==> src/rtl/bcd_timer_counter_if.sv <==
// Control and count bus of the BCD elapsed-time counter.
// The master drives enable/clear; the counter (slave) returns the count and status flags.
interface bcd_timer_counter_if #(
  parameter int unsigned DIGITS = 4
);
  logic                  en;
  logic                  clear;
  logic [4*DIGITS-1:0]   bcd;
  logic                  carry_out;
  logic                  overflow;

  modport master (
    output en, clear,
    input  bcd, carry_out, overflow
  );

  modport slave (
    input  en, clear,
    output bcd, carry_out, overflow
  );
endinterface

==> src/rtl/bcd_timer_counter.sv <==
// Multi-digit BCD counter with a clock prescaler, synchronous clear and
// selectable wrap/saturate behaviour at all-9s. All outputs are registered.
module bcd_timer_counter #(
  parameter int unsigned DIGITS   = 4,
  parameter int unsigned PRESCALE = 1,
  parameter int unsigned SATURATE = 0
) (
  input  logic               clk,
  input  logic               reset_n,
  bcd_timer_counter_if.slave bus
);

  localparam int unsigned PW = (PRESCALE > 1) ? $clog2(PRESCALE) : 1;
  localparam logic [PW-1:0] PRE_LAST = PW'(PRESCALE - 1);

  logic [PW-1:0]         pre;
  logic                  inc;
  logic [4*DIGITS-1:0]   bcd_q;
  logic [4*DIGITS-1:0]   bcd_nxt;
  logic                  all9;
  logic                  carry_q;
  logic                  ovf_q;

  // One increment request per PRESCALE enabled cycles.
  always_comb begin
    inc = bus.en && (pre == PRE_LAST);
  end

  // Ripple decimal carry: a digit advances only when every lower digit is 9.
  always_comb begin
    logic run;
    bcd_nxt = bcd_q;
    run     = 1'b1;
    for (int unsigned i = 0; i < DIGITS; i++) begin
      if (run) begin
        bcd_nxt[4*i +: 4] = (bcd_q[4*i +: 4] == 4'd9) ? 4'd0 : bcd_q[4*i +: 4] + 4'd1;
      end
      run = run && (bcd_q[4*i +: 4] == 4'd9);
    end
    all9 = run;
  end

  // Prescaler, count register and status flags.
  always_ff @(posedge clk or negedge reset_n) begin
    if (!reset_n) begin
      pre     <= '0;
      bcd_q   <= '0;
      carry_q <= 1'b0;
      ovf_q   <= 1'b0;
    end else if (bus.clear) begin
      pre     <= '0;
      bcd_q   <= '0;
      carry_q <= 1'b0;
      ovf_q   <= 1'b0;
    end else begin
      carry_q <= 1'b0;
      if (bus.en) begin
        pre <= inc ? '0 : pre + PW'(1);
      end
      if (inc) begin
        if (all9) begin
          ovf_q <= 1'b1;
          if (SATURATE == 0) begin
            bcd_q   <= '0;
            carry_q <= 1'b1;
          end
        end else begin
          bcd_q <= bcd_nxt;
        end
      end
    end
  end

  assign bus.bcd       = bcd_q;
  assign bus.carry_out = carry_q;
  assign bus.overflow  = ovf_q;

endmodule

==> src/flat_wrapper.sv <==
// flat-port wrapper written by rule: the top's interface ports become plain ports
module bcd_timer_counter_flat 
#(
  parameter int unsigned DIGITS   = 4,
  parameter int unsigned PRESCALE = 1,
  parameter int unsigned SATURATE = 0
)
  (clk, reset_n, bus_en, bus_clear, bus_bcd, bus_carry_out, bus_overflow);
  bcd_timer_counter_if #(.DIGITS(DIGITS)) bus_i ();
  input  logic clk;
  input  logic reset_n;
  input wire logic [$bits(bus_i.en)-1:0] bus_en;
  input wire logic [$bits(bus_i.clear)-1:0] bus_clear;
  output wire logic [$bits(bus_i.bcd)-1:0] bus_bcd;
  output wire logic [$bits(bus_i.carry_out)-1:0] bus_carry_out;
  output wire logic [$bits(bus_i.overflow)-1:0] bus_overflow;
  assign bus_i.en = bus_en;
  assign bus_i.clear = bus_clear;
  assign bus_bcd = bus_i.bcd;
  assign bus_carry_out = bus_i.carry_out;
  assign bus_overflow = bus_i.overflow;
  bcd_timer_counter #(.DIGITS(DIGITS), .PRESCALE(PRESCALE), .SATURATE(SATURATE)) u_core (.clk(clk), .reset_n(reset_n), .bus(bus_i));
endmodule
==> config.mk <==
export PLATFORM = sky130hd
export DESIGN_NAME = bcd_timer_counter_flat
export DESIGN_NICKNAME = d
export VERILOG_FILES = /design/src/rtl/bcd_timer_counter_if.sv /design/src/rtl/bcd_timer_counter.sv /design/src/flat_wrapper.sv
export SDC_FILE = /design/constraint.sdc
export NUM_CORES = 1
export LEC_CHECK = 0
export CORE_MARGIN = 2
export CORE_UTILIZATION = 60
export DETAILED_ROUTE_END_ITERATION = 10
export DONT_BUFFER_PORTS = 1
export PLACE_DENSITY = 0.8
export SLEW_MARGIN = 20
export SYNTH_ARGS = -nofsm -noshare
export SYNTH_HDL_FRONTEND = slang
export SYNTH_SLANG_ARGS = --single-unit
==> constraint.sdc <==
create_clock -name clk -period 2.4 [get_ports clk]
set_input_delay 0.24 -clock clk [delete_from_list [all_inputs] [get_ports clk]]
set_output_delay 0.24 -clock clk [all_outputs]
set_load 0.02 [all_outputs]
==> results of run 1 <==
[timing repair]
item	CTS	global route
hold buffers	3	1
endpoints found under the setup margin	0	0
hold endpoints to repair	30	3
buffers inserted	0	0
[sequential cells by signal (all words and copies together), names as in the netlist]
name and flops:
u_core.bus.carry_out 1, u_core.bus.overflow 1, u_core.bus.bcd 16, u_core.pre 1
[cells by family (layout without fill, tap and decap cells)]
family          Yosys count  after routing  share of synthesized area
compound gates           22             22                     0.1250
fa+ha+maj                 8              8                    0.09434
mux                       3              3                    0.02948
flops                    19             19                     0.4481
simple gates             45             45                     0.2512
buf+inv                  11             14                    0.05189
[power by group]
group | internal, W | total (W) | leakage (nW) | switching (W)
registers | 0.000327 | 0.000348 | 0.262 | 0.0000208
logic | 0.0000171 | 0.0000415 | 0.223 | 0.0000244
clock network | 0.0000647 | 0.000160 | 0.0150 | 0.0000953
[cells in the mapped netlist, drive strengths merged, types with 2 or more instances]
master	instances
dfrtp	19
nand2b	2
o41ai	2
or3	5
or4	2
mux2i	2
nand3	6
buf	4
and3b	3
o21ai	4
ha	8
nor2b	3
nor2	7
nor3b	2
nand2	7
inv	5
nor3	4
a21oi	11
clkbuf	2
[final cells by class]
class / count / area (um2) / share of cell area
clock buffer: 4 / 26.28 / 0.02346
inverter: 5 / 18.77 / 0.01676
multi-input combinational: 78 / 530.5 / 0.4737
sequential: 19 / 475.5 / 0.4246
tap: 17 / 21.27 / 0.01899
timing repair buffer: 5 / 47.55 / 0.04246
[layer usage]
layer | vias up | GRT usage
li1 | 394 | -
met1 | 383 | 0.2677
met2 | 19 | 0.3472
met3 | 2 | 0.05490
met4 | 0 | 0.1029
met5 | - | 0
[metrics by stage]
stage / hold WS (ns) / cell area, um2 / setup WS [ns]
after floorplan: -0.05559 / 1061 / 0.6204
after global placement: -0.05512 / 1054 / 0.5036
after detailed placement: -0.05522 / 1054 / 0.4203
after CTS: 0.001606 / 1110 / 0.3929
after global routing: 0.005834 / 1120 / 0.2147
final: 0.02109 / 1120 / 0.3820
[how the worst min path moves through the flow]
stage,startpoint,to,slack (ns)
global placement,reset_n,u_core.bus.bcd[11],-0.06
floorplan,reset_n,u_core.bus.bcd[0],-0.06
CTS,bus_clear,u_core.bus.bcd[2],0.002
global route,bus_clear,u_core.bus.bcd[7],0.006
detailed placement,reset_n,u_core.bus.overflow,-0.06
finish,bus_clear,u_core.bus.bcd[7],0.02
[worst register-to-register path: stages (launching register included)]
cell     delay [ns]
dfrtp_1        0.58
ha_1           0.21
and3b_1        0.39
nand3_2        0.18
or4_1          0.42
a21oi_1        0.16
==> flow_summary_export.csv, run 1 <==
group,metric,value,unit
routing,antenna_left,0,
worst_setup_path,regToRegStartpoint,"u_core.bus.bcd[0]",
global_routing,grt_pass1_vias,725,
cells_and_area,final_nets,124,
cells_and_area,utilization,0.6630,
power,total_power,0.0005491,W
yosys,ys_warn_count,0,
clocking,numCtsBuffers,3,
die,dieHeight,46.05,um
worst_setup_path,cp-start-kind,"flop",
clocking,tritoncts,"yes",
clocking,clock_sinks,19,
worst_setup_path,r2r_end,"u_core.bus.bcd[10]",
worst_setup_path,worst-r2r-setup-slack,0.38,ns
worst_setup_path,critPathTopFamily,"simple AND/OR/NAND/NOR gates",
routing,firstDrtPassIters,6,
sta,timing.final.crit_share,0.8408,
clocking,cts_root_buffer,"clkbuf_4",
worst_setup_path,crit_path_end_kind,"flop",
worst_setup_path,crit_path_start,"u_core.bus.bcd[0]",
global_routing,grt-ovfl-total,0,
cells_and_area,layout-drive-gt1-share,0.08108,
sta,final_hold_viol_count,0,
sta,post-route-min-period,2.018,ns
die,fp-row-count,15,
yosys,yosysTopAreaCellShare,0.4481,
die,die_area,0.002121,mm2
die,initial_utilization,0.6281,
routing,wl_met2,1.032,mm
worst_setup_path,cp.depth,5,
power,power_density,490.3,mW/mm2
yosys,synth_flop_cell,"dfrtp_1",
run_status,outcome,"complete, no violations",
cells_and_area,stdcell_count,128,
routing,viasPerCell,6.234,
run,drv_cap,0,
min_path,min_path_type,"in2reg",
yosys,synthesis.area,0.001061,mm2
min_path,min_path_cells,1,
power,p_leak,0.4998,nW
die,coreArea,0.001689,mm2
routing,routed-wl-met3,69,um
power,vdd_drop_max,0.4352,mV
worst_setup_path,critPathArrivalTime,2.23,ns
die,io_pins,22,
routing,wl_per_cell,15.37,um
sta,drv_slew,0,
placement,port_buffers,0,
routing,drc,0,
routing,top_layer,"met4",
worst_setup_path,cpMaxStageDelayCell,"dfrtp_1",
cells_and_area,area_growth,5.542,%
yosys,ys_seq_area_frac,0.4481,
cells_and_area,diodes,0,
sta,worst_slew_pin_slew,0.8278,ns
clocking,htreeDepth,1,
global_routing,grt_start_max_net_pins,20,
worst_setup_path,critPathMaxFanout,9,
sta,rsz0062_at_grt,"no",
placement,dp.cells,120,
clocking,ctsLongestPathBuffers,2,
global_routing,antenna_found_initial,0,
sta,clock_skew,0.009900,ns
yosys,ys_ff_latch,19,
worst_setup_path,crit_required,2.61,ns
routing,vias,798,
yosys,synth_cells,108,
placement,hpwl,1.350,mm
routing,first_iter_violations,21,
clocking,clk_pin_slew_worst_paths,0.11,ns
yosys,synth.avg_cell_area,9.824,um2
worst_setup_path,setup.worst_path.class,"reg2reg",
yosys,synth_cell_types,33,
routing,wirelength,1.967,mm
yosys,async_flop_share,1.000,
cells_and_area,mostFrequentLayoutCell,"dfrtp_1",
die,die_x,46.05,um
routing,drt-met1-wl,850,um
yosys,synth_nets,120,
yosys,synth_edf_count,0,
cells_and_area,final_cell_mix,"19 x dfrtp_1, 11 x a21oi_1, 8 x ha_1",
sta,setup_viol,0,
worst_setup_path,ff2ff_path_depth,5,
global_routing,grt_first_pass_wirelength,3.243,mm
yosys,yosysTopAreaCell,"dfrtp_1",
cells_and_area,fill_cells,135,
clocking,worstSkewPairLatency,0.30,ns
clocking,cts_resized,0,
sta,setup_tns,0,ns
sta,max_slew_margin,0.4463,
worst_setup_path,critPathMaxStageDelay,0.58,ns
global_routing,track_usage,0.2154,
worst_setup_path,path_buf_inv,0,
yosys,synth.top_cells.by_area,"dfrtp_1 45%, ha_1 9.4%, a21oi_1 5.2%",
worst_setup_path,crit_path_end,"u_core.bus.bcd[10]",
sta,max_freq,495.6,MHz
placement,gp_congestion,0.7526,
worst_setup_path,path_cells,"ha_1, and3b_1, nand3_2, or4_1, a21oi_1",
Note: power is estimated with default switching activity, not from simulation.
==> inputs of run 2 (changes only) <==
Settings changed: ABC_AREA set to 1.
Clock period 2.4 ns to 1.9 ns, I/O delays scaled along.
==> run 2 against run 1 <==
Net effect:
- cell area increased by 14%
- total power increased by 110%
- largest power group unchanged
- register-to-register slack got worse by 0.07 ns
- highest routed layer unchanged
==> flow_summary_export.csv, run 2 <==
group,metric,value,unit
placement,port_buffers,0,
worst_setup_path,setup.worst_path.class,"reg2reg",
yosys,synth.top_cells.by_area,"dfrtp_1 40%, nand2_1 14%, ha_1 8.4%",
worst_setup_path,critPathMaxFanout,5,
clocking,tritoncts,"yes",
routing,vias,992,
sta,worst_slew_pin_slew,0.8985,ns
global_routing,grt-ovfl-total,0,
placement,dp_slack,0.3207,ns
routing,viasPerCell,5.277,
sta,clock_skew,0.006020,ns
routing,wirelength,2.376,mm
sta,setup_tns,0,ns
clocking,clock_sinks,19,
cells_and_area,area_growth,7.113,%
power,p_sw_frac,0.4210,
worst_setup_path,regToRegStartpoint,"u_core.bus.bcd[5]",
clocking,cts_hold_buf,3,
worst_setup_path,cp-start-kind,"flop",
run,drv_cap,0,
min_path,min_path_type,"in2reg",
sta,setup_viol,0,
yosys,ys_ff_latch,19,
yosys,synthesis.area,0.001196,mm2
global_routing,grt_first_pass_wirelength,4.181,mm
routing,wl_per_cell,12.64,um
cells_and_area,final_cell_mix,"45 x nand2_1, 19 x nor2_1, 19 x dfrtp_1",
yosys,synth_cells,153,
sta,post-route-min-period,1.588,ns
yosys,ys_warn_count,0,
yosys,yosysTopAreaCell,"dfrtp_1",
clocking,cts_resized,0,
power,total_power,0.001145,W
cells_and_area,final_nets,174,
routing,antenna_left,0,
routing,firstDrtPassIters,4,
cells_and_area,largest_register_ffs,16,
die,die_x,48.65,um
yosys,synth_nets,165,
die,coreArea,0.001922,mm2
cells_and_area,mostFrequentLayoutCell,"nand2_1",
sta,rsz0062_at_grt,"no",
sta,timing.final.crit_share,0.8357,
yosys,synth.avg_cell_area,7.818,um2
placement,dp.cells,181,
power,clkPwrFrac,0.182,
power,p_comb_frac,0.250,
clocking,worstSkewPairLatency,0.30,ns
yosys,yosysTopAreaCellShare,0.3975,
global_routing,track_usage,0.2233,
power,intPower,0.0006628,W
global_routing,antenna_found_initial,0,
die,initial_utilization,0.6224,
power,power.switching,0.0004819,W
yosys,post-synth-top-count-cell,"nand2_1",
clocking,clk_pin_slew_worst_paths,0.11,ns
yosys,ys_seq_area_frac,0.3975,
worst_setup_path,crit_path_end_kind,"flop",
die,fp-row-count,16,
clocking,postCtsSetupRepairBufs,0,
sta,hold_ws,0.03089,ns
placement,hpwl,1.731,mm
power,power_density,893.4,mW/mm2
power,p_leak,0.6410,nW
power,vdd_drop_max,0.7483,mV
die,dieHeight,48.65,um
die,io_pins,22,
sta,drv_slew,0,
worst_setup_path,critPathArrivalTime,1.78,ns
die,die_area,0.002367,mm2
clocking,htreeDepth,1,
clocking,ctsLongestPathBuffers,2,
clocking,cts_root_buffer,"clkbuf_4",
yosys,async_flop_share,1.000,
yosys,yosys-top-cells-count,"45 x nand2_1, 19 x dfrtp_1, 19 x nor2_1, 17 x inv_1, 16 x nand3_1",
worst_setup_path,crit_path_start,"u_core.bus.bcd[5]",
yosys,synth_cell_types,22,
yosys,synth_flop_cell,"dfrtp_1",
routing,drc,0,
cells_and_area,layout-drive-gt1-share,0.09317,
routing,first_iter_violations,20,
global_routing,grt_start_max_net_pins,20,
yosys,synth_edf_count,0,
power,seqPwrFrac,0.568,
sta,max_slew_margin,0.3991,
placement,gp_congestion,0.7767,
sta,final_hold_viol_count,0,
cells_and_area,stdcell_count,188,
clocking,numCtsBuffers,3,
cells_and_area,diodes,0,
min_path,hold_start,"bus_clear",
run_status,outcome,"complete, no violations",
worst_setup_path,crit_required,2.09,ns
global_routing,grt_pass1_vias,1029,
sta,max_freq,629.8,MHz
sta,setup_ws,0.3123,ns
## run 2: changes by cell type after synthesis, moves of 3 or more
| cell | before | now |
|---|---|---|
| nand4_1 | 0 | 4 |
| nor2_1 | 7 | 19 |
| or3_1 | 5 | 0 |
| inv_1 | 5 | 17 |
| nor2b_1 | 3 | 0 |
| o21ai_1 | 1 | 5 |
| nand2_1 | 7 | 45 |
| and3b_1 | 3 | 0 |
| nand3_1 | 5 | 16 |
| a21oi_1 | 11 | 1 |
## run 2: power groups by stage
| stage | Combinational (W) | Sequential (W) | Clock (W) |
|---|---|---|---|
| after floorplan | 0.000219 | 0.000641 | 0 |
| after global placement | 0.000259 | 0.000652 | 0 |
| after detailed placement | 0.000277 | 0.000658 | 0 |
| after CTS | 0.000291 | 0.000650 | 0.000207 |
| after global routing | 0.000340 | 0.000663 | 0.000220 |
| final | 0.000286 | 0.000651 | 0.000208 |
## run 2: metrics by stage
| step | util | cell area (um2) |
|---|---|---|
| final | 0.6667 | 1281 |
| after detailed placement | 0.6374 | 1225 |
| after CTS | 0.6667 | 1281 |
| after global routing | 0.6667 | 1281 |
| after floorplan | - | 1196 |
| after global placement | 0.6374 | 1225 |
## run 2: worst paths after layout
| check | end | slack (ns) | cells past startpoint |
|---|---|---|---|
| max | u_core.bus.bcd[10] | 0.31 | 9 |
| min | u_core.bus.bcd[11] | 0.03 | 3 |
| max reg2reg | u_core.bus.bcd[10] | 0.31 | 9 |
| min reg2reg | u_core.bus.carry_out | 0.55 | 3 |
| max in group asynchronous | u_core.bus.bcd[9] | 0.90 | 1 |
| min in group asynchronous | u_core.bus.bcd[6] | 0.45 | 1 |
## run 2: logic make-up after synthesis
family / after synthesis / share of synthesized area
DFF: 19 / 0.3975
xor gates and xnor gates: 1 / 0.007324
AOI/OAI and AO/OA: 11 / 0.04916
and+or+nand+nor: 94 / 0.3797
buffers and inverters: 20 / 0.08264
adders and majority gates: 8 / 0.08369
## run 2: layer usage
layer  global-route usage  part of all wire  up-vias
li1                     -                 -      504
met1               0.2586              0.42      455
met2               0.4064              0.51       29
met3              0.05247             0.055        4
met4              0.06667             0.018        0
met5                    0                 0        -
## run 2: area by class of cell
cell class / instances / area [um2]
clock buffer: 4 / 26.28
fill: 164 / 640.6
inverter: 19 / 78.83
multi-input combinational: 114 / 621.8
sequential: 19 / 475.5
tap: 27 / 33.78
timing repair buffer: 5 / 45.04
## run 2: worst max-delay path, cell delays in order, from the launching register on
cell,delay (ns)
dfrtp_1,0.50
inv_1,0.12
ha_1,0.15
nand2_1,0.06
nor2_2,0.20
nand2_1,0.08
nand2_1,0.08
nand2_1,0.14
nand2_1,0.09
o21ai_1,0.06
